===== src/rtl/sonar_pkg.sv =====
// Shared definitions for the SONAR serial word receiver: FSM encoding and default word width.
package sonar_pkg;

   typedef enum logic {
      ST_IDLE  = 1'b0,
      ST_SHIFT = 1'b1
   } sonar_state_t;

   localparam int SONAR_WORD_WIDTH = 16;

endpackage


===== src/rtl/sonar_sipo_shift_core.sv =====
// WIDTH-bit serial-in/parallel-out shift register; serial data enters at bit 0.
module sonar_sipo_shift_core
   import sonar_pkg::*;
#(
   parameter int WIDTH = SONAR_WORD_WIDTH
) (
   input  logic             clk,
   input  logic             resetn,
   input  logic             shift_en,
   input  logic             serial_in,
   output logic [WIDTH-1:0] word
);

   logic [WIDTH-1:0] word_next;

   generate
      if (WIDTH == 1) begin : g_single
         assign word_next = serial_in;
      end else begin : g_multi
         assign word_next = {word[WIDTH-2:0], serial_in};
      end
   endgenerate

   always_ff @(posedge clk or negedge resetn) begin
      if (!resetn) begin
         word <= '0;
      end else if (shift_en) begin
         word <= word_next;
      end
   end

endmodule


===== src/rtl/sonar_serial_word_receiver.sv =====
// SONAR serial word receiver: frames MSB-first bits into words and hands them
// to the consumer through a valid/ready holding register with sticky overrun.
//
// state    | meaning
// ST_IDLE  | waiting for a frame_start bit; stray strobes ignored
// ST_SHIFT | collecting bits of a word, count = bits received so far
module sonar_serial_word_receiver
   import sonar_pkg::*;
#(
   parameter int WIDTH = SONAR_WORD_WIDTH,
   parameter int CNT_W = 5
) (
   input  logic             clk,
   input  logic             resetn,
   input  logic             bit_enable,
   input  logic             frame_start,
   input  logic             serial_in,
   input  logic             word_ready,
   input  logic             clear_overrun,
   output logic [WIDTH-1:0] word_out,
   output logic             word_valid,
   output logic             busy,
   output logic             resync,
   output logic             overrun
);

   localparam logic [CNT_W-1:0] LAST_IDX = CNT_W'(WIDTH - 1);

   sonar_state_t     state;
   logic [CNT_W-1:0] count;
   logic [WIDTH-1:0] sr;
   logic [WIDTH-1:0] completed;
   logic             shift_en;
   logic             done;

   sonar_sipo_shift_core #(.WIDTH(WIDTH)) u_shift (
      .clk       (clk),
      .resetn    (resetn),
      .shift_en  (shift_en),
      .serial_in (serial_in),
      .word      (sr)
   );

   // The finished word includes the bit being sampled this cycle.
   generate
      if (WIDTH == 1) begin : g_done_single
         assign completed = serial_in;
      end else begin : g_done_multi
         assign completed = {sr[WIDTH-2:0], serial_in};
      end
   endgenerate

   always_comb begin
      shift_en = bit_enable && (frame_start || (state == ST_SHIFT));
      done     = 1'b0;
      if (bit_enable) begin
         if (state == ST_IDLE)
            done = frame_start && (WIDTH == 1);
         else
            done = !frame_start && (count == LAST_IDX);
      end
   end

   always_ff @(posedge clk or negedge resetn) begin
      if (!resetn) begin
         state      <= ST_IDLE;
         count      <= '0;
         word_out   <= '0;
         word_valid <= 1'b0;
         busy       <= 1'b0;
         resync     <= 1'b0;
         overrun    <= 1'b0;
      end else begin
         resync <= 1'b0;
         if (clear_overrun)
            overrun <= 1'b0;
         if (word_valid && word_ready)
            word_valid <= 1'b0;

         // A completing word overrides the accept-clear; overrun set beats clear.
         if (done) begin
            if (!word_valid || word_ready) begin
               word_out   <= completed;
               word_valid <= 1'b1;
            end else begin
               overrun <= 1'b1;
            end
         end

         if (bit_enable) begin
            unique case (state)
               ST_IDLE: begin
                  if (frame_start && (WIDTH > 1)) begin
                     state <= ST_SHIFT;
                     busy  <= 1'b1;
                     count <= CNT_W'(1);
                  end
               end
               ST_SHIFT: begin
                  if (frame_start) begin
                     count  <= CNT_W'(1);
                     resync <= 1'b1;
                  end else if (count == LAST_IDX) begin
                     state <= ST_IDLE;
                     busy  <= 1'b0;
                     count <= '0;
                  end else begin
                     count <= count + CNT_W'(1);
                  end
               end
            endcase
         end
      end
   end

endmodule

===== config.mk =====
export PLATFORM = sky130hd
export DESIGN_NAME = sonar_serial_word_receiver
export DESIGN_NICKNAME = d
export VERILOG_FILES = /design/src/rtl/sonar_pkg.sv /design/src/rtl/sonar_sipo_shift_core.sv /design/src/rtl/sonar_serial_word_receiver.sv
export SDC_FILE = /design/constraint.sdc
export NUM_CORES = 1
export LEC_CHECK = 0
export CORE_UTILIZATION = 30
export CTS_BUF_LIST = sky130_fd_sc_hd__clkbuf_8
export DETAILED_ROUTE_END_ITERATION = 6
export GPL_ROUTABILITY_DRIVEN = 0
export PLACE_DENSITY = 0.52
export SYNTH_ARGS = -nofsm -noshare
export SYNTH_HDL_FRONTEND = slang
export SYNTH_SLANG_ARGS = --single-unit

===== constraint.sdc =====
create_clock -name clk -period 2.8 [get_ports clk]
set_clock_uncertainty 0.15 [all_clocks]
set_input_delay 0.56 -clock clk [delete_from_list [all_inputs] [get_ports clk]]
set_output_delay 0.56 -clock clk [all_outputs]
set_load 0.01 [all_outputs]

After elaboration in Yosys (flattened, before gate mapping)
Cells that the tools add are included.
- flip-flop bits (word level): 41
- input port bits: 7
- logic and storage cells: 46
- $add $sub $neg: 1
- equality and inequality tests: 4
- mux-type cells: 22
- bitwise operators: 1
- reductions and logical operators: 10
- operators by type and width (cell ; count):
    two-way mux 1 bit ; 16
    two-way mux 5 bit ; 3
    case mux 5 bit (2 select lines) ; 1
    adder 5 x 1 -> 5 bit (second input constant) ; 1
    == test 5 x 4 -> 1 bit (second input constant) ; 1
    != test 2 bit (second input constant) ; 2
    case mux 1 bit (2 select lines) ; 2
    AND reduction 2 bit ; 2
    AND reduction 4 bit ; 1
    logical AND 1 bit ; 3
    zero test 1 bit ; 2
    logical OR 1 bit ; 2
    != test 2 x 1 -> 1 bit (second input constant) ; 1
    NOT 1 bit ; 1

Longest topological paths before layout
Gate-level depths: netlist (run 1).
- word-level depth: 5
- gate-level depth with buffers: 5

Hierarchy
Synthesis (run 1) repeated with hierarchy kept, for this count alone.
- cells, all modules: 115
- area, all modules: 1741.7 sq um
- modules (own cells, without submodules) (module ; times used ; cells an instance ; area an instance (sq um) ; sequential area each (sq um)):
    sonar_serial_word_receiver ; 1 ; 81 ; 1092.3 ; 650.6
    sonar_sipo_shift_core ; 1 ; 34 ; 649.4 ; 400.4

Least setup slack after synthesis (run 1)
No wires, ideal clock.
- path kind: input -> register
- from: input frame_start
- to: register u_shift.word[0]
- library setup time: 125 ps
- arrival: 1720 ps
- setup slack: 805 ps
- stages: 4
- buffers on the path: 2
- cells stage by stage: buf_2 -> o21ai_1 -> buf_2 -> mux2_2
- cells in the longest elaborated chain, start to end: 2
- ends and longest elaborated chain (what ; RTL line ; source):
    start, declared ; sonar_serial_word_receiver.sv:16 ; input logic frame_start,
    logical OR 1 bit ; sonar_serial_word_receiver.sv:54 ; shift_en = bit_enable && (frame_start || (state == ST_SHIFT));
    logical AND 1 bit ; sonar_serial_word_receiver.sv:54 ;
    end signal, assigned ; sonar_sipo_shift_core.sv:28 ; word <= word_next;
    end, declared ; sonar_sipo_shift_core.sv:11 ; output logic [WIDTH-1:0] word
Every way passes these cells.
A chain may end at the register's enable or synchronous reset.

Worst setup path after layout (run 1)
- from: input bit_enable
- to: register word_out[4]
- cells in the longest elaborated chain, start to end: 2
- ends and longest elaborated chain (what ; RTL line ; source):
    start, declared ; sonar_serial_word_receiver.sv:15 ; input logic bit_enable,
    two-way mux 1 bit ; sonar_serial_word_receiver.sv:56 ; if (bit_enable) begin
    AND reduction 2 bit (no line) ; -- ;
    end signal, assigned ; sonar_serial_word_receiver.sv:83 ; word_out <= completed;
    end, declared ; sonar_serial_word_receiver.sv:20 ; output logic [WIDTH-1:0] word_out,
Every way passes these cells.

==> impl_metrics.csv, run 1 <==
group,metric,value,unit
die,placement_rows,26,
power_and_ir_drop,leakage,0.000971,uW
placed_design,io_buffers,26,
routing,drt_first_pass_iters,3,
logic_synthesis,synthAdderAreaFrac,0.00741,
clocking,clk_latency,0.29,ns
timing,post-route-period-util,0.765,
global_routing,pin_count_of_the_biggest_net_entering_global_routing,42,
routing,finalWirelength,2810,um
clocking,number_of_buffers_created_by_cts,5,
timing,timing_hold_violations_final,0,
logic_synthesis,synth_largest_type_area_fraction,0.607,
timing,totalNegativeSetupSlack,0,ns
critical_path,critical_setup_path_class,"primary input to flop",
routing,vias,979,
timing,max-slew-margin-rel,0.399,
die,start_util,0.321,
routing,route.detailed.drc,0,
critical_path,setup.worst_path.end_class,"flop",
job,cap_viol_max_count,0,
logic_synthesis,synth_area,0.00169,mm^2
power_and_ir_drop,internal-power,964,uW
finish,register_area,0.00103,mm^2
routing,vias_per_cell,4.55,
die,die_y,77.0,um
routing,first_iter_violations,49,
critical_path,start_kind,"primary input",
logic_synthesis,area_share_of_and_or_nand_nor_cells_after_synthesis,0.0644,
global_routing,grt_antenna_before_repair,0,
die,fp.dieW,77.0,um
timing,final_period_minus_worst_setup_slack,2.14,ns
timing,tightestPinTransition,0.901,ns
die,die_area,0.00593,mm^2
logic_synthesis,muxShareOfSynthArea,0.229,
finish,layout_cell_share_with_drive_strength_beyond_1,0.303,
logic_synthesis,synth_seq_area_share,0.607,
power_and_ir_drop,p_per_area,612,mW/mm^2
logic_synthesis,compound_gate_fraction_of_synth_area,0.0652,
critical_path,cp_max_fo,16,
clocking,clk_transition_reported_paths,0.08,ns
logic_synthesis,largest_family_of_logic_cells_by_synthesized_area,"multiplexers",
clocking,cts_root_buf,"clkbuf_8",
placed_design,detailedPlacementHpwl,1840,um
global_routing,grt_first_pass_wirelength,4950,um
logic_synthesis,synthXorXnorAreaFrac,0,
routing,detail-route-antenna-nets,0,
power_and_ir_drop,power_switching_share,0.256,
power_and_ir_drop,irDropWorstVdd,0.000220,V
logic_synthesis,synthTopCellsByArea,"dfrtp_1, mux2_2, mux2_4, o21ai_0, nand4b_4",
timing,slew_violations,0,
outcome,run_status,"completed",
routing,detailed_route_wire_length_per_cell,13.1,um
clocking,clkSinkCount,41,
timing,final-setup-viol-count,0,
hold_path,worstHoldPathType,"primary input to async pin",
finish,multi_input_area,618,um^2
logic_synthesis,postSynthRegisterBits,41,
clocking,cts_max_level,2,
timing,hold-worst-slack,0.242,ns
clocking,cts_tree,"done",
logic_synthesis,netlist-cell-type-count,26,
global_routing,global_route.usage.total,0.109,
power_and_ir_drop,switching_power,331,uW
power_and_ir_drop,share_comb_of_total_power,0.123,
clocking,ctsResizeCount,0,
finish,finish.net_count,152,
finish,synthToLayoutAreaGrowth,25.3,%
die,design.portCount,27,
clocking,cts_max_path_buffers,2,
logic_synthesis,syn-instance-count,113,
finish,insertedDiodeCount,0,
logic_synthesis,mappedNetlistNets,121,
global_routing,via_count_of_the_first_global_routing_pass,997,
finish,fillers,507,
clocking,cts-hold-fix-buffers,0,
global_routing,grt-ovfl-total,0,
clocking,cts_post_setup_buffers_inserted,0,
timing,rsz0062_at_grt,"false",
logic_synthesis,yosysTopAreaCell,"dfrtp_1",
power_and_ir_drop,sequentialPowerShare,0.595,
logic_synthesis,yosys_warnings,0,
power_and_ir_drop,clock_power_share,0.282,
die,fp.coreArea,0.00527,mm^2
placed_design,dpl_cell_area,0.00203,mm^2
critical_path,cp.required,2.82,ns
critical_path,arrival,2.16,ns
timing,fmax,467,MHz
finish,final_design_area_no_fill,0.00212,mm^2
logic_synthesis,postSynthAreaPerCell,14.9,um^2
power_and_ir_drop,post_layout_power,1300,uW
-- power groups by stage --
stage | Sequential [uW] | Combinational [uW] | Clock [uW]
2_1_floorplan | 761 | 118 | 0
3_3_place_gp | 780 | 158 | 0
3_5_place_dp | 784 | 163 | 0
4_1_cts | 772 | 164 | 388
5_1_grt | 789 | 179 | 414
6_report | 770 | 160 | 365
-- worst paths after layout --
path                                      start                       end  slack, ns  cells after the start
hold reg to reg            count[4]$_DFFE_PN0P_      count[4]$_DFFE_PN0P_       0.34                      1
setup / recovery                     bit_enable   word_out[4]$_DFFE_PN0P_       0.66                      5
setup reg to reg           count[0]$_DFFE_PN0P_   word_out[4]$_DFFE_PN0P_       0.81                      5
hold / removal                           resetn  word_out[11]$_DFFE_PN0P_       0.24                      1
max in group asynchronous                resetn      count[1]$_DFFE_PN0P_       1.69                      1
min in group clk           count[4]$_DFFE_PN0P_      count[4]$_DFFE_PN0P_       0.34                      1
-- per-layer routing --
layer,routed length [um],up-vias,GRT usage,share of wire
met5,0,-,0,0
met4,79,0,0.0736,0.028
met3,114,8,0.0310,0.041
met2,1230,21,0.156,0.44
met1,1380,485,0.143,0.49
li1,-,465,-,-
-- critical path, cell delays in order --
cell,delay (ns)
clkdlybuf4s50_1,0.60
nand2_4,0.11
nor4b_4,0.31
buf_12,0.21
mux2_2,0.35
-- area by class of cell --
class | count | area share
well taps | 70 | 0.0414
clock buffers | 5 | 0.0325
multi-input cells | 63 | 0.292
inverters | 5 | 0.00887
clock inverters | 3 | 0.00651
flip-flops and latches | 41 | 0.485
repair buffers | 28 | 0.134
-- cells in the mapped netlist --
cell type  number
buf_2           3
nor4b_4         1
o41a_1          1
o22ai_1         1
inv_1           5
mux2_4         10
nand2_1         3
a31oi_1         1
nand4b_4        1
nand2b_1        1
mux2_2         21
o21ai_0         7
buf_6           1
or3_1           1
a32o_1          1
nand3_1         1
a41oi_1         1
ha_1            1
nor2_1          2
nand2_4         1
dfrtp_1        41
nand4_1         1
o21ai_1         1
or2b_1          1
a21oi_1         4
o21a_1          1
-- cell usage in the layout (no fill, tap or decap), types with 2 or more instances in the layout --
| master | count |
|---|---|
| mux2_2 | 21 |
| mux2_4 | 10 |
| dfrtp_1 | 41 |
| o21ai_0 | 7 |
| inv_1 | 6 |
| clkinv_2 | 2 |
| clkdlybuf4s50_1 | 25 |
| nand2_1 | 3 |
| a21oi_1 | 4 |
| nor2_1 | 2 |
| clkbuf_8 | 5 |
-- stage by stage --
step	instances	util	worst slack [ns]
after floorplan	113	-	0.805
after global placement	207	0.386	0.401
after detailed placement	207	0.386	0.354
after CTS	215	0.401	0.668
after global routing	215	0.401	0.605
final	215	0.401	0.659
-- cell families after synthesis --
group / Yosys count
muxes: 31
AOI/OAI and AO/OA: 18
DFF: 41
buffers and inverters: 9
adders and majority gates: 1
and+or+nand+nor: 13
-- state kept, by name (all words and copies together) (netlist names) --
signal and flops:
count 5, busy 1, resync 1, word_out 16
state 1, u_shift.word 15, overrun 1, word_valid 1
(Power assumes the default switching activity.)
==> run 2: changes to the inputs <==
Clock period 2.8 ns to 2.2 ns, I/O delays scaled along.
==> run 2 against run 1 <==
Against the previous run: final area increased by 5.0%; non-clock buffer count grew 6; sequential power grew 27%; via count is 3.2% higher; sequential share of layout area decreased by 2.3 points; hold slack improved by 0.11 ns; die area stayed put; clock-buffer cell count rose by 1; routed wire length is 3.4% higher; flip-flop and latch count stayed put; setup slack lost 0.45 ns; largest cell class unchanged; largest power group unchanged; highest routed layer unchanged.
==> impl_metrics.csv, run 2 (synthesis results as in run 1) <==
group,metric,value,unit
outcome,run_status,"completed",
timing,post-route-period-util,0.905,
die,die_area,0.00593,mm^2
finish,commonest_non_fill_non_tap_cell_in_the_layout,"dfrtp_1",
die,die_y,77.0,um
global_routing,grt_first_pass_wirelength,5050,um
die,fp.coreArea,0.00527,mm^2
power_and_ir_drop,post_layout_power,1810,uW
routing,vias_per_cell,4.57,
power_and_ir_drop,p_per_area,813,mW/mm^2
timing,max-slew-margin-rel,0.800,
global_routing,grt_antenna_before_repair,0,
die,fp.dieW,77.0,um
timing,tightestPinTransition,0.299,ns
timing,totalNegativeSetupSlack,0,ns
die,design.portCount,27,
clocking,cts_post_setup_buffers_inserted,0,
critical_path,cp_max_fo,16,
placed_design,dpl_cell_area,0.00210,mm^2
finish,reg.largest.list,"word_out (16), u_shift.word (15), count (5)",
critical_path,critical_setup_path_class,"flop to flop",
timing,final_period_minus_worst_setup_slack,1.99,ns
routing,detailed_route_wire_length_per_cell,13.1,um
critical_path,timing.rr.start,"count[0]$_DFFE_PN0P_",
routing,drt_first_pass_iters,4,
critical_path,cp.required,2.22,ns
finish,fillers,488,
hold_path,holdPathStages,1,
clocking,cts_tree,"done",
timing,rsz0062_at_grt,"false",
placed_design,detailedPlacementHpwl,1960,um
clocking,cts_root_buf,"clkbuf_8",
critical_path,r2r_slack,0.21,ns
critical_path,arrival,2.01,ns
critical_path,timing.reg2reg.worst_path_depth,5,
clocking,clk_latency,0.28,ns
timing,fmax,502,MHz
placed_design,place.detailed.instances,212,
routing,finalWirelength,2900,um
finish,register_area,0.00103,mm^2
hold_path,timing.hold.worst.start,"count[4]$_DFFE_PN0P_",
power_and_ir_drop,leakage,0.00102,uW
power_and_ir_drop,irDropWorstVdd,0.000296,V
critical_path,start_kind,"flop",
clocking,cts_max_path_buffers,2,
finish,layout.cells.most_common_list,"dfrtp_1, clkdlybuf4s50_1, mux2_2, mux2_4, o21ai_0",
routing,detail-route-antenna-nets,0,
routing,route.detailed.drc,0,
finish,multi_input_area,618,um^2
clocking,clk_transition_reported_paths,0.07,ns
global_routing,via_count_of_the_first_global_routing_pass,1069,
die,start_util,0.321,
hold_path,timing.hold.worst_endpoint,"count[4]$_DFFE_PN0P_",
clocking,number_of_buffers_created_by_cts,5,
critical_path,setup.worst_path.end_class,"flop",
critical_path,critical_path.reg2reg.endpoint,"word_out[2]$_DFFE_PN0P_",
timing,timing_hold_violations_final,0,
clocking,clkSinkCount,41,
clocking,ctsResizeCount,0,
global_routing,grt-ovfl-total,0,
placed_design,io_buffers,26,
timing,slew_violations,0,
global_routing,pin_count_of_the_biggest_net_entering_global_routing,42,
finish,flip_flop_count_of_the_largest_register_all_copies_and_words_added,16,
critical_path,worst_setup_path_startpoint,"count[0]$_DFFE_PN0P_",
finish,insertedDiodeCount,0,
timing,final-setup-viol-count,0,
finish,registers.top_by_ff_count,"word_out",
finish,layout_cell_share_with_drive_strength_beyond_1,0.325,
routing,vias,1010,
routing,first_iter_violations,23,
finish,finish.net_count,158,
finish,final_design_area_no_fill,0.00222,mm^2
hold_path,worstHoldPathType,"flop to flop",
finish,final_standard_cell_count_with_taps_included_and_fillers_excluded,221,
finish,synthToLayoutAreaGrowth,31.6,%
die,placement_rows,26,
global_routing,global_route.usage.total,0.109,
clocking,cts_max_level,2,
job,cap_viol_max_count,0,
run 2: changes by cell type in the layout (fill, tap and decap cells not counted), sizes merged:
cell | before | now
dlygate4sd3 | 0 | 1
clkinv | 2 | 0
bufinv | 0 | 1
clkbuf | 5 | 6
buf | 3 | 8
run 2: power by group:
part / total, uW / leakage [uW] / switching [uW] / internal, uW
clock network: 608 / 0.0000626 / 243 / 365
registers: 980 / 0.000530 / 96.7 / 883
logic: 220 / 0.000429 / 78.2 / 141
run 2: worst max-delay path by stage:
stage | to | slack [ns]
after floorplan | word_out[10]$_DFFE_PN0P_ | 0.23
after global placement | word_out[3]$_DFFE_PN0P_ | 0.03
after detailed placement | word_out[4]$_DFFE_PN0P_ | 0.006
after CTS | word_out[5]$_DFFE_PN0P_ | 0.21
after global routing | word_out[5]$_DFFE_PN0P_ | 0.11
final | word_out[2]$_DFFE_PN0P_ | 0.21
run 2: critical path, cell delays in order, from the launching register on:
cell,delay (ns)
dfrtp_1,0.40
ha_1,0.28
nand4b_4,0.19
nor4b_4,0.30
buf_12,0.21
mux2_2,0.35
run 2: what timing repair did:
| action | CTS | global route |
|---|---|---|
| hold buffers | 1 | 0 |
| setup endpoints to repair | 0 | 0 |
| hold endpoints to repair | 41 | 0 |
run 2: cell type report:
type,instances,share of cell area
Multi-Input combinational cell,63,0.278
Tap cell,70,0.0394
Clock inverter,2,0.0152
Timing Repair Buffer,34,0.160
Inverter,5,0.00845
Clock buffer,6,0.0372
Sequential cell,41,0.462
run 2: stage by stage:
stage | setup slack, ns | util | hold WS, ns
CTS | 0.215 | 0.422 | 0.357
floorplan | 0.232 | - | -0.00559
detailed placement | 0.00608 | 0.398 | 0.284
finish | 0.210 | 0.422 | 0.356
global route | 0.110 | 0.422 | 0.387
global placement | 0.0320 | 0.398 | 0.280
run 2: routing by layer:
metal	share of wire	vias to the layer above	GRT usage
met5	0	-	0
met4	0.0093	0	0.0453
met3	0.023	2	0.0310
li1	-	479	-
met1	0.49	511	0.137
met2	0.47	18	0.175
==> run 3: changes to the inputs <==
--- a/config.mk
+++ b/config.mk
@@ -11,4 +11,5 @@
 export GPL_ROUTABILITY_DRIVEN = 0
 export PLACE_DENSITY = 0.52
+export SLEW_MARGIN = 30
 export SYNTH_ARGS = -nofsm -noshare
 export SYNTH_HDL_FRONTEND = slang
==> constraint.sdc (replaced) <==
create_clock -name clk -period 2.2 [get_ports clk]
set_clock_uncertainty 0.15 [all_clocks]
set_input_delay 0.22 -clock clk [delete_from_list [all_inputs] [get_ports clk]]
set_output_delay 0.22 -clock clk [all_outputs]
set_load 0.01 [all_outputs]
==> run 3 against run 2 <==
Against the previous run: combinational power down 4%; sequential share of layout area up 0.31 points; hold slack worse by 0.059 ns; critical endpoint unchanged; non-clock buffer count down 1; first-iteration DRC count up 83%.
==> impl_metrics.csv, run 3 (synthesis results as in run 1) <==
group,metric,value,unit
routing,detailed_route_wire_length_per_cell,12.7,um
finish,insertedDiodeCount,0,
timing,final_period_minus_worst_setup_slack,2.02,ns
finish,reg.largest.list,"word_out (16), u_shift.word (15), count (5)",
routing,vias,994,
finish,synthToLayoutAreaGrowth,30.7,%
routing,first_iter_violations,42,
placed_design,io_buffers,26,
timing,totalNegativeSetupSlack,0,ns
critical_path,r2r_slack,0.18,ns
timing,rsz0062_at_grt,"false",
critical_path,arrival,2.04,ns
clocking,cts_root_buf,"clkbuf_8",
clocking,cts_max_level,2,
clocking,cts_max_path_buffers,2,
critical_path,start_kind,"flop",
job,cap_viol_max_count,0,
critical_path,critical_setup_path_class,"flop to flop",
finish,register_area,0.00103,mm^2
finish,layout_cell_share_with_drive_strength_beyond_1,0.327,
clocking,clk_latency,0.29,ns
clocking,cts_tree,"done",
critical_path,setup.worst_path.end_class,"flop",
global_routing,grt_first_pass_wirelength,4960,um
global_routing,grt_use_met1,0.141,
global_routing,globalRouteMet2Util,0.160,
die,die_area,0.00593,mm^2
routing,finalWirelength,2800,um
finish,registers.top_by_ff_count,"word_out",
timing,slew_violations,0,
routing,vias_per_cell,4.52,
global_routing,grt-ovfl-total,0,
routing,drt_first_pass_iters,4,
outcome,run_status,"completed",
global_routing,top_usage_layer,"met2",
clocking,clkSinkCount,41,
die,die_y,77.0,um
global_routing,global_route.usage.total,0.108,
clocking,clk_transition_reported_paths,0.08,ns
power_and_ir_drop,irDropWorstVdd,0.000383,V
hold_path,worstHoldPathType,"primary input to async pin",
power_and_ir_drop,leakage,0.00101,uW
finish,commonest_non_fill_non_tap_cell_in_the_layout,"dfrtp_1",
routing,detail-route-antenna-nets,0,
power_and_ir_drop,p_per_area,858,mW/mm^2
finish,layout.cells.most_common_list,"dfrtp_1, clkdlybuf4s50_1, mux2_2, mux2_4, o21ai_0",
critical_path,cp_max_fo,16,
finish,finish.net_count,157,
placed_design,dp_slack,0.206,ns
timing,max-slew-margin-rel,0.627,
die,placement_rows,26,
global_routing,global_route.usage.met3,0.0274,
global_routing,via_count_of_the_first_global_routing_pass,1016,
timing,post-route-period-util,0.916,
timing,final-setup-viol-count,0,
finish,fillers,489,
global_routing,grt_antenna_before_repair,0,
timing,fmax,496,MHz
critical_path,cp.required,2.22,ns
critical_path,timing.reg2reg.worst_path_depth,5,
timing,timing_hold_violations_final,0,
global_routing,pin_count_of_the_biggest_net_entering_global_routing,27,
timing,tightestPinTransition,0.559,ns
die,start_util,0.321,
die,design.portCount,27,
clocking,cts_post_setup_buffers_inserted,0,
die,fp.dieW,77.0,um
timing,timing.final.ws_setup,0.184,ns
finish,flip_flop_count_of_the_largest_register_all_copies_and_words_added,16,
clocking,number_of_buffers_created_by_cts,5,
die,fp.coreArea,0.00527,mm^2
finish,multi_input_area,618,um^2
routing,route.detailed.drc,0,
placed_design,detailedPlacementHpwl,1950,um
run 3: changes by cell type in the layout (fill, tap and decap cells not counted):
| cell | change |
|---|---|
| buf_4 | +1 |
| clkinv_2 | +1 |
| bufinv_16 | +1 |
| buf_12 | -2 |
| inv_1 | -1 |
| clkbuf_8 | -1 |
run 3: critical path, stage by stage, from the launching register on:
cell and delay (ns):
dfrtp_1 0.41, ha_1 0.30, nand4b_4 0.18, nor4b_4 0.30, buf_12 0.21, mux2_2 0.34
run 3: routing by layer:
metal  wire [um]  vias to the layer above
met5           0                        -
met3         126                        7
met2        1250                       32
li1            -                      479
met1        1350                      476
met4          74                        0
run 3: stage by stage:
step           total power (uW)  hold WS, ns  instance area [um^2]  cells   util
4_1_cts                    1920        0.316                  2210    220  0.419
5_1_grt                    2000        0.341                  2210    220  0.419
6_report                   1890        0.296                  2210    220  0.419
2_1_floorplan              1120       -0.226                  1690    113      -
3_5_place_dp               1210        0.104                  2060    211  0.392
3_3_place_gp               1200       0.0984                  2060    211  0.392
run 3: repair_timing:
| item | 4_1_cts | 5_1_grt |
|---|---|---|
| hold buffers | 1 | 0 |
| endpoints found under the hold margin | 24 | 0 |
| resized for setup | 0 | 0 |
run 3: where the power goes:
| group | leakage [uW] | total [uW] | internal (uW) | switching (uW) |
|---|---|---|---|---|
| logic | 0.000415 | 211 | 135 | 75.9 |
| clock network | 0.0000681 | 707 | 451 | 256 |
| registers | 0.000530 | 977 | 883 | 94.5 |
run 3: final timing paths:
| path | end | from |
|---|---|---|
| max reg2reg | word_out[2]$_DFFE_PN0P_ | count[0]$_DFFE_PN0P_ |
| min | word_out[11]$_DFFE_PN0P_ | resetn |
| min in group clk | overrun$_DFF_PN0_ | clear_overrun |
| max | word_out[2]$_DFFE_PN0P_ | count[0]$_DFFE_PN0P_ |
| max in group asynchronous | u_shift.word[3]$_DFFE_PN0P_ | resetn |
| min reg2reg | count[4]$_DFFE_PN0P_ | count[4]$_DFFE_PN0P_ |
run 3: area by class of cell:
type,instances,area share
sequential,41,0.465
multi-input combinational,63,0.280
timing repair buffer,33,0.146
tap,70,0.0397
clock buffer,5,0.0312
clock inverter,3,0.0295
inverter,5,0.00850
==> patch 1 (flow settings as in run 1) <==
Change the parameter `CNT_W` from 5 to 10.
--- a/src/rtl/sonar_serial_word_receiver.sv
+++ b/src/rtl/sonar_serial_word_receiver.sv
@@ -8,7 +8,7 @@
    import sonar_pkg::*;
 #(
    parameter int WIDTH = SONAR_WORD_WIDTH,
-   parameter int CNT_W = 5
+   parameter int CNT_W = 10
 ) (
    input  logic             clk,
    input  logic             resetn,
Check against the original RTL: no difference found for any inputs over 10 cycles, from zero or initial values and one cycle with resetn low; that may be too few to reach the edited logic, so the function may still have changed.
==> patch 1 against run 1 <==
  * Global-route usage is 0.44 points higher
  * Fmax is 1.4% higher
  * Power is 0.95% lower
  * Worst setup slack better by 0.030 ns
  * Die area rose by 16%
  * Design area is 14% higher
  * Area after synthesis rose by 16%
  * Wire length increased by 27%
  * Sequential cell count is 5 higher
  * Largest power group unchanged
==> patch 1: results (changes against run 1) <==
Status
  • Status: finished clean (unchanged)

Global route
  • Initial antenna violation count: 0 (unchanged)
  • Overall routing resource usage: 0.114 (was 0.109)
  • Grt ovf: 0 (unchanged)
  • Via count of the first global-routing pass: 1243 (was 997)
  • Largest net degree at the start of global routing: 24 (was 42)
  • First-pass GRT wire length: 6.23 mm (was 4.95 mm)

Detailed routing
  • DR iter-0 viols: 70 (was 49)
  • DRC Markers: 0 (unchanged)
  • Routed vias/inst: 4.52 (was 4.55)
  • 1st-pass router iterations: 4 (was 3)
  • Post-DR wirelength/cell: 12.6 um (was 13.1 um)

Yosys
  • Register area share after synthesis: 0.585 (was 0.607)
  • Async SR Flop Fraction: 1.00 (unchanged)
  • Avg Inst Size Synth: 11.4 um^2 (was 14.9 um^2)
  • Synth top cells by count: nand2_1, dfrtp_1, mux2_4, nor2_1 (was dfrtp_1, mux2_2, mux2_4, o21ai_0, inv_1)
  • Synth top area cells: dfrtp_1, nand2_1, mux2_4, mux2_2, xor2_1 (was dfrtp_1, mux2_2, mux2_4, o21ai_0, nand4b_4)
  • Yosys cell types: 31 (was 26)
  • Yosys warns: 0 (unchanged)
  • Synth Flop Type: dfrtp_1 (unchanged)
  • Synth Net Count: 181 (was 121)

Critical path
  • Critical path's top delay family: buffers and inverters (unchanged)
  • Slowest CP cell: clkdlybuf4s50_1 (unchanged)
  • Critical R2R Launch: count[0]$_DFFE_PN0P_ (unchanged)
  • Setup CP Type: in -> reg (unchanged)
  • Critical path startpoint: bit_enable (unchanged)
  • Reg2Reg Depth: 6 (was 5)
  • Reg-to-Reg End: word_out[2]$_DFFE_PN0P_ (was word_out[4]$_DFFE_PN0P_)
  • CP Max Fanout: 16 (unchanged)
  • Arrival time worst endpoint: 2.15 ns
  • CP max stage delay: 0.48 ns (was 0.60 ns)
  • R2R Setup Slk: 0.73 ns (was 0.81 ns)

Final layout
  • Fin nets: 213 (was 152)
  • Ratio of cells with drive above 1 in the final layout: 0.184 (was 0.303)
  • Non-Filler Instances: 283 (was 215)
  • Fillers: 611 (was 507)
  • Largest regs: word_out x16, u_shift.word x15, count x10 (was word_out x16, u_shift.word x15, count x5)
  • Storage cell area: 0.00115 mm^2 (was 0.00103 mm^2)
  • # diodes: 0 (unchanged)

Timing
  • Slew HR: 0.640 (was 0.399)

Placed design
  • IO Port Bufs: 26 (unchanged)
  • Post-DP HPWL: 2.45 mm (was 1.84 mm)
  • Post-DP Area: 0.00232 mm^2 (was 0.00203 mm^2)

Clock tree
  • Clock insertion delay at the later pin of the skew report: 0.30 ns
  • Clock transition at the registers of the reported paths: 0.09 ns
  • Clk buf depth: 2 (unchanged)
  • Num CTS Buffers: 5 (unchanged)
  • Post-CTS Setup Repair Bufs: 0 (unchanged)
  • H-Tree Depth: 2 (unchanged)
  • Post-CTS Resized: 0 (unchanged)
  • Root Driver: clkbuf_8 (unchanged)

Power and ir drop
  • Max VDD drop: 162 uV (was 220 uV)
  • LEAKAGE: 1.17 nW (was 0.971 nW)

Worst hold path
  • Worst Hold Class: in -> async (unchanged)
## patch 1: cell count changes in the layout (fill, tap and decap cells not counted), moves of 3 or more
cell / change
dfrtp_1: +5
nand4_1: +3
inv_1: -4
o21a_1: +3
buf_4: +5
nor2_1: +7
xor2_1: +6
mux2_2: -15
nand2_1: +50
o21ai_0: -3
## patch 1: where the power goes
part	leakage, nW	internal [mW]	switching, mW
Sequential	0.617	0.714	0.0395
Clock	0.0447	0.180	0.239
Combinational	0.507	0.0502	0.0605
Total	1.17	0.944	0.339
## patch 1: logic make-up (layout without fill, tap and decap cells)
group / count (synthesis) / count (layout) / synth area share
compound gates: 14 / 14 / 0.0452
simple gates: 80 / 80 / 0.192
flops: 46 / 46 / 0.585
fa+ha+maj: 1 / 1 / 0.00636
xor+xnor: 6 / 6 / 0.0267
mux: 16 / 16 / 0.111
buf+inv: 10 / 43 / 0.0337
## patch 1: per-layer routing
metal  track usage  share of wire  vias to the layer above
met5             0              0                        -
met4        0.0376          0.015                        0
met3        0.0338          0.038                        5
met2         0.153           0.41                       27
met1         0.173           0.54                      609
li1              -              -                      637
## patch 1: cell type report
cell class / instances / share of cell area
clock buffer: 5 / 0.0285
inverter: 2 / 0.00310
tap: 77 / 0.0398
timing repair buffer: 33 / 0.132
multi-input combinational: 117 / 0.310
clock inverter: 3 / 0.0103
sequential: 46 / 0.476
## patch 1: metrics by stage
| step | worst slack (ns) | hold WS (ns) | power [mW] |
|---|---|---|---|
| final | 0.689 | 0.0784 | 1.28 |
| after global routing | 0.547 | 0.117 | 1.35 |
| after CTS | 0.687 | 0.0878 | 1.30 |
| after detailed placement | 0.377 | 0.317 | 0.881 |
| after global placement | 0.390 | 0.319 | 0.880 |
| after floorplan | 0.771 | 0.114 | 0.821 |
==> patch 2 (config.mk and constraints of run 1) <==
Without the edit above. Put one more register stage on the output `overrun`, cleared by the reset. The value now appears one clock later. The other outputs are not delayed to match.
--- a/src/rtl/sonar_serial_word_receiver.sv
+++ b/src/rtl/sonar_serial_word_receiver.sv
@@ -25,6 +25,8 @@
 );
 
    localparam logic [CNT_W-1:0] LAST_IDX = CNT_W'(WIDTH - 1);
+
+   logic overrun_s0;
 
    sonar_state_t     state;
    logic [CNT_W-1:0] count;
@@ -69,11 +71,11 @@
          word_valid <= 1'b0;
          busy       <= 1'b0;
          resync     <= 1'b0;
-         overrun    <= 1'b0;
+         overrun_s0 <= 1'b0;
       end else begin
          resync <= 1'b0;
          if (clear_overrun)
-            overrun <= 1'b0;
+            overrun_s0 <= 1'b0;
          if (word_valid && word_ready)
             word_valid <= 1'b0;
 
@@ -83,7 +85,7 @@
                word_out   <= completed;
                word_valid <= 1'b1;
             end else begin
-               overrun <= 1'b1;
+               overrun_s0 <= 1'b1;
             end
          end
 
@@ -113,4 +115,12 @@
       end
    end
 
+   always_ff @(posedge clk or negedge resetn) begin
+      if (!resetn) begin
+         overrun <= '0;
+      end else begin
+         overrun <= overrun_s0;
+      end
+   end
+
 endmodule
Behaviour: same outputs for any inputs over 10 cycles, from zero or initial values and one cycle with resetn low; that may be too few to reach the edited logic, so the function may still have changed.
==> patch 2 against run 1 <==
  * Area after synthesis grew 1.5%
  * Non-clock buffer count is the same
  * Largest power group unchanged
  * Wire length shrank 3.0%
  * Power rose by 2.7%
  * Design area grew 1.7%
  * Global-route usage shrank 0.33 points
  * Worst setup slack got worse by 0.0057 ns
  * Sequential share of layout area grew 0.35 points
  * Hold slack got worse by 0.014 ns
  * Sequential cell count is 1 higher
  * Highest routed layer unchanged
==> patch 2: results (changes against run 1) <==
Status
  • Status: finished clean (unchanged)

Detailed routing
  • DR iter-0 viols: 43 (was 49)
  • M1 wire length: 1.29 mm (was 1.38 mm)
  • Highest metal used: met4 (unchanged)
  • 1st-pass router iterations: 3 (unchanged)
  • Met3 WL: 109 um (was 114 um)
  • Routed wl met2: 1.26 mm (was 1.23 mm)
  • DRT Wirelength: 2.72 mm (was 2.81 mm)
  • Routed vias/inst: 4.51 (was 4.55)

Critical path
  • Critical R2R Launch: count[0]$_DFFE_PN0P_ (unchanged)
  • CP Max Fanout: 16 (unchanged)
  • Critical path startpoint: bit_enable (unchanged)
  • Arrival time worst endpoint: 2.17 ns

Clock tree
  • Post-CTS Resized: 0 (unchanged)
  • Num CTS Buffers: 5 (unchanged)
  • H-Tree Depth: 2 (unchanged)
  • Clk buf depth: 2 (unchanged)
  • Clock insertion delay at the later pin of the skew report: 0.29 ns (about the same)
  • Root Driver: clkbuf_8 (unchanged)
  • Clock transition at the registers of the reported paths: 0.08 ns (about the same)
  • Post-CTS Setup Repair Bufs: 0 (unchanged)

Power and ir drop
  • LEAKAGE: 0.988 nW (was 0.971 nW)
  • Switching portion of total power: 0.245 (was 0.256)
  • Max VDD drop: 219 uV (was 220 uV)

Yosys
  • Async SR Flop Fraction: 1.00 (unchanged)
  • Yosys warns: 0 (unchanged)
  • Synth top area cells: dfrtp_1, mux2_2, mux2_4, o21ai_0, nand4b_4 (unchanged)
  • Synth top cells by count: dfrtp_1, mux2_2, mux2_4, o21ai_0, inv_1 (unchanged)
  • Yosys cell types: 26 (unchanged)
  • Synth Net Count: 122 (was 121)
  • Synth Flop Type: dfrtp_1 (unchanged)
  • Register area share after synthesis: 0.613 (was 0.607)

Worst hold path
  • Hold_sp: overrun_s0$_DFF_PN0_
  • Worst Hold Class: reg -> reg (was in -> async)

Final layout
  • Ratio of cells with drive above 1 in the final layout: 0.301 (was 0.303)
  • Fin nets: 153 (was 152)
  • Largest regs: word_out x16, u_shift.word x15, count x5 (unchanged)
  • # diodes: 0 (unchanged)

Global route
  • Initial antenna violation count: 0 (unchanged)
  • Largest net degree at the start of global routing: 43 (was 42)
  • First-pass GRT wire length: 4.82 mm (was 4.95 mm)
  • Overall routing resource usage: 0.106 (was 0.109)
  • Via count of the first global-routing pass: 1012 (was 997)

Placed design
  • Post-DP HPWL: 1.82 mm (was 1.84 mm)
  • Post-DP Area: 0.00206 mm^2 (was 0.00203 mm^2)
  • IO Port Bufs: 26 (unchanged)

Timing
  • Slew HR: 0.403 (was 0.399)
patch 2: cell count changes after synthesis, sizes merged:
cell,run 1,this run
dfrtp,41,42
patch 2: metrics by stage:
| step | hold slack, ns | cells | utilization | power, mW | setup slack, ns |
|---|---|---|---|---|---|
| 2_1_floorplan | 0.114 | 114 | - | 0.893 | 0.805 |
| 3_3_place_gp | 0.209 | 210 | 0.374 | 0.952 | 0.401 |
| 3_5_place_dp | 0.215 | 210 | 0.374 | 0.959 | 0.356 |
| 4_1_cts | 0.233 | 218 | 0.391 | 1.36 | 0.664 |
| 5_1_grt | 0.252 | 218 | 0.391 | 1.41 | 0.587 |
| 6_report | 0.229 | 218 | 0.391 | 1.33 | 0.653 |
patch 2: path summary, 6_finish.rpt:
kind	to	slack [ns]	cells after the start
setup / recovery	word_out[3]$_DFFE_PN0P_	0.65	5
hold / removal	overrun$_DFF_PN0_	0.23	0
setup reg to reg	word_out[3]$_DFFE_PN0P_	0.80	5
hold reg to reg	overrun$_DFF_PN0_	0.23	0
max in group asynchronous	word_out[8]$_DFFE_PN0P_	1.69	1
min in group asynchronous	word_out[10]$_DFFE_PN0P_	0.25	1
patch 2: kinds of logic (layout without fill, tap and decap cells):
family | count (synthesis) | after routing | share of synthesized area
adders and majority gates | 1 | 1 | 0.00730
AOI/OAI and AO/OA | 18 | 18 | 0.0642
and+or+nand+nor | 13 | 13 | 0.0635
buffers and inverters | 9 | 41 | 0.0263
DFF | 42 | 42 | 0.613
muxes | 31 | 31 | 0.226
patch 2: metal layers:
layer | up-vias | track usage
met5 | - | 0
met4 | 0 | 0.0566
met3 | 7 | 0.0424
met2 | 20 | 0.154
met1 | 488 | 0.134
li1 | 469 | -
patch 2: cell type report:
| type | instances | area (um^2) |
|---|---|---|
| Timing Repair Buffer | 28 | 283 |
| Fill cell | 518 | 3350 |
| Sequential cell | 42 | 1050 |
| Multi-Input combinational cell | 63 | 618 |
| Inverter | 5 | 18.8 |
| Clock buffer | 6 | 82.6 |
| Clock inverter | 2 | 8.76 |
| Tap cell | 72 | 90.1 |
patch 2: power groups by stage:
| stage | clock [mW] | combinational, mW | sequential, mW |
|---|---|---|---|
| 5_1_grt | 0.434 | 0.180 | 0.799 |
| 3_5_place_dp | 0 | 0.163 | 0.796 |
| 4_1_cts | 0.409 | 0.163 | 0.784 |
| 3_3_place_gp | 0 | 0.158 | 0.794 |
| 6_report | 0.387 | 0.159 | 0.784 |
| 2_1_floorplan | 0 | 0.118 | 0.775 |
patch 2: worst max-delay path, stage by stage:
cell and delay (ns):
clkdlybuf4s50_1 0.61, nand2_4 0.12, nor4b_4 0.32, buf_12 0.21
mux2_2 0.35
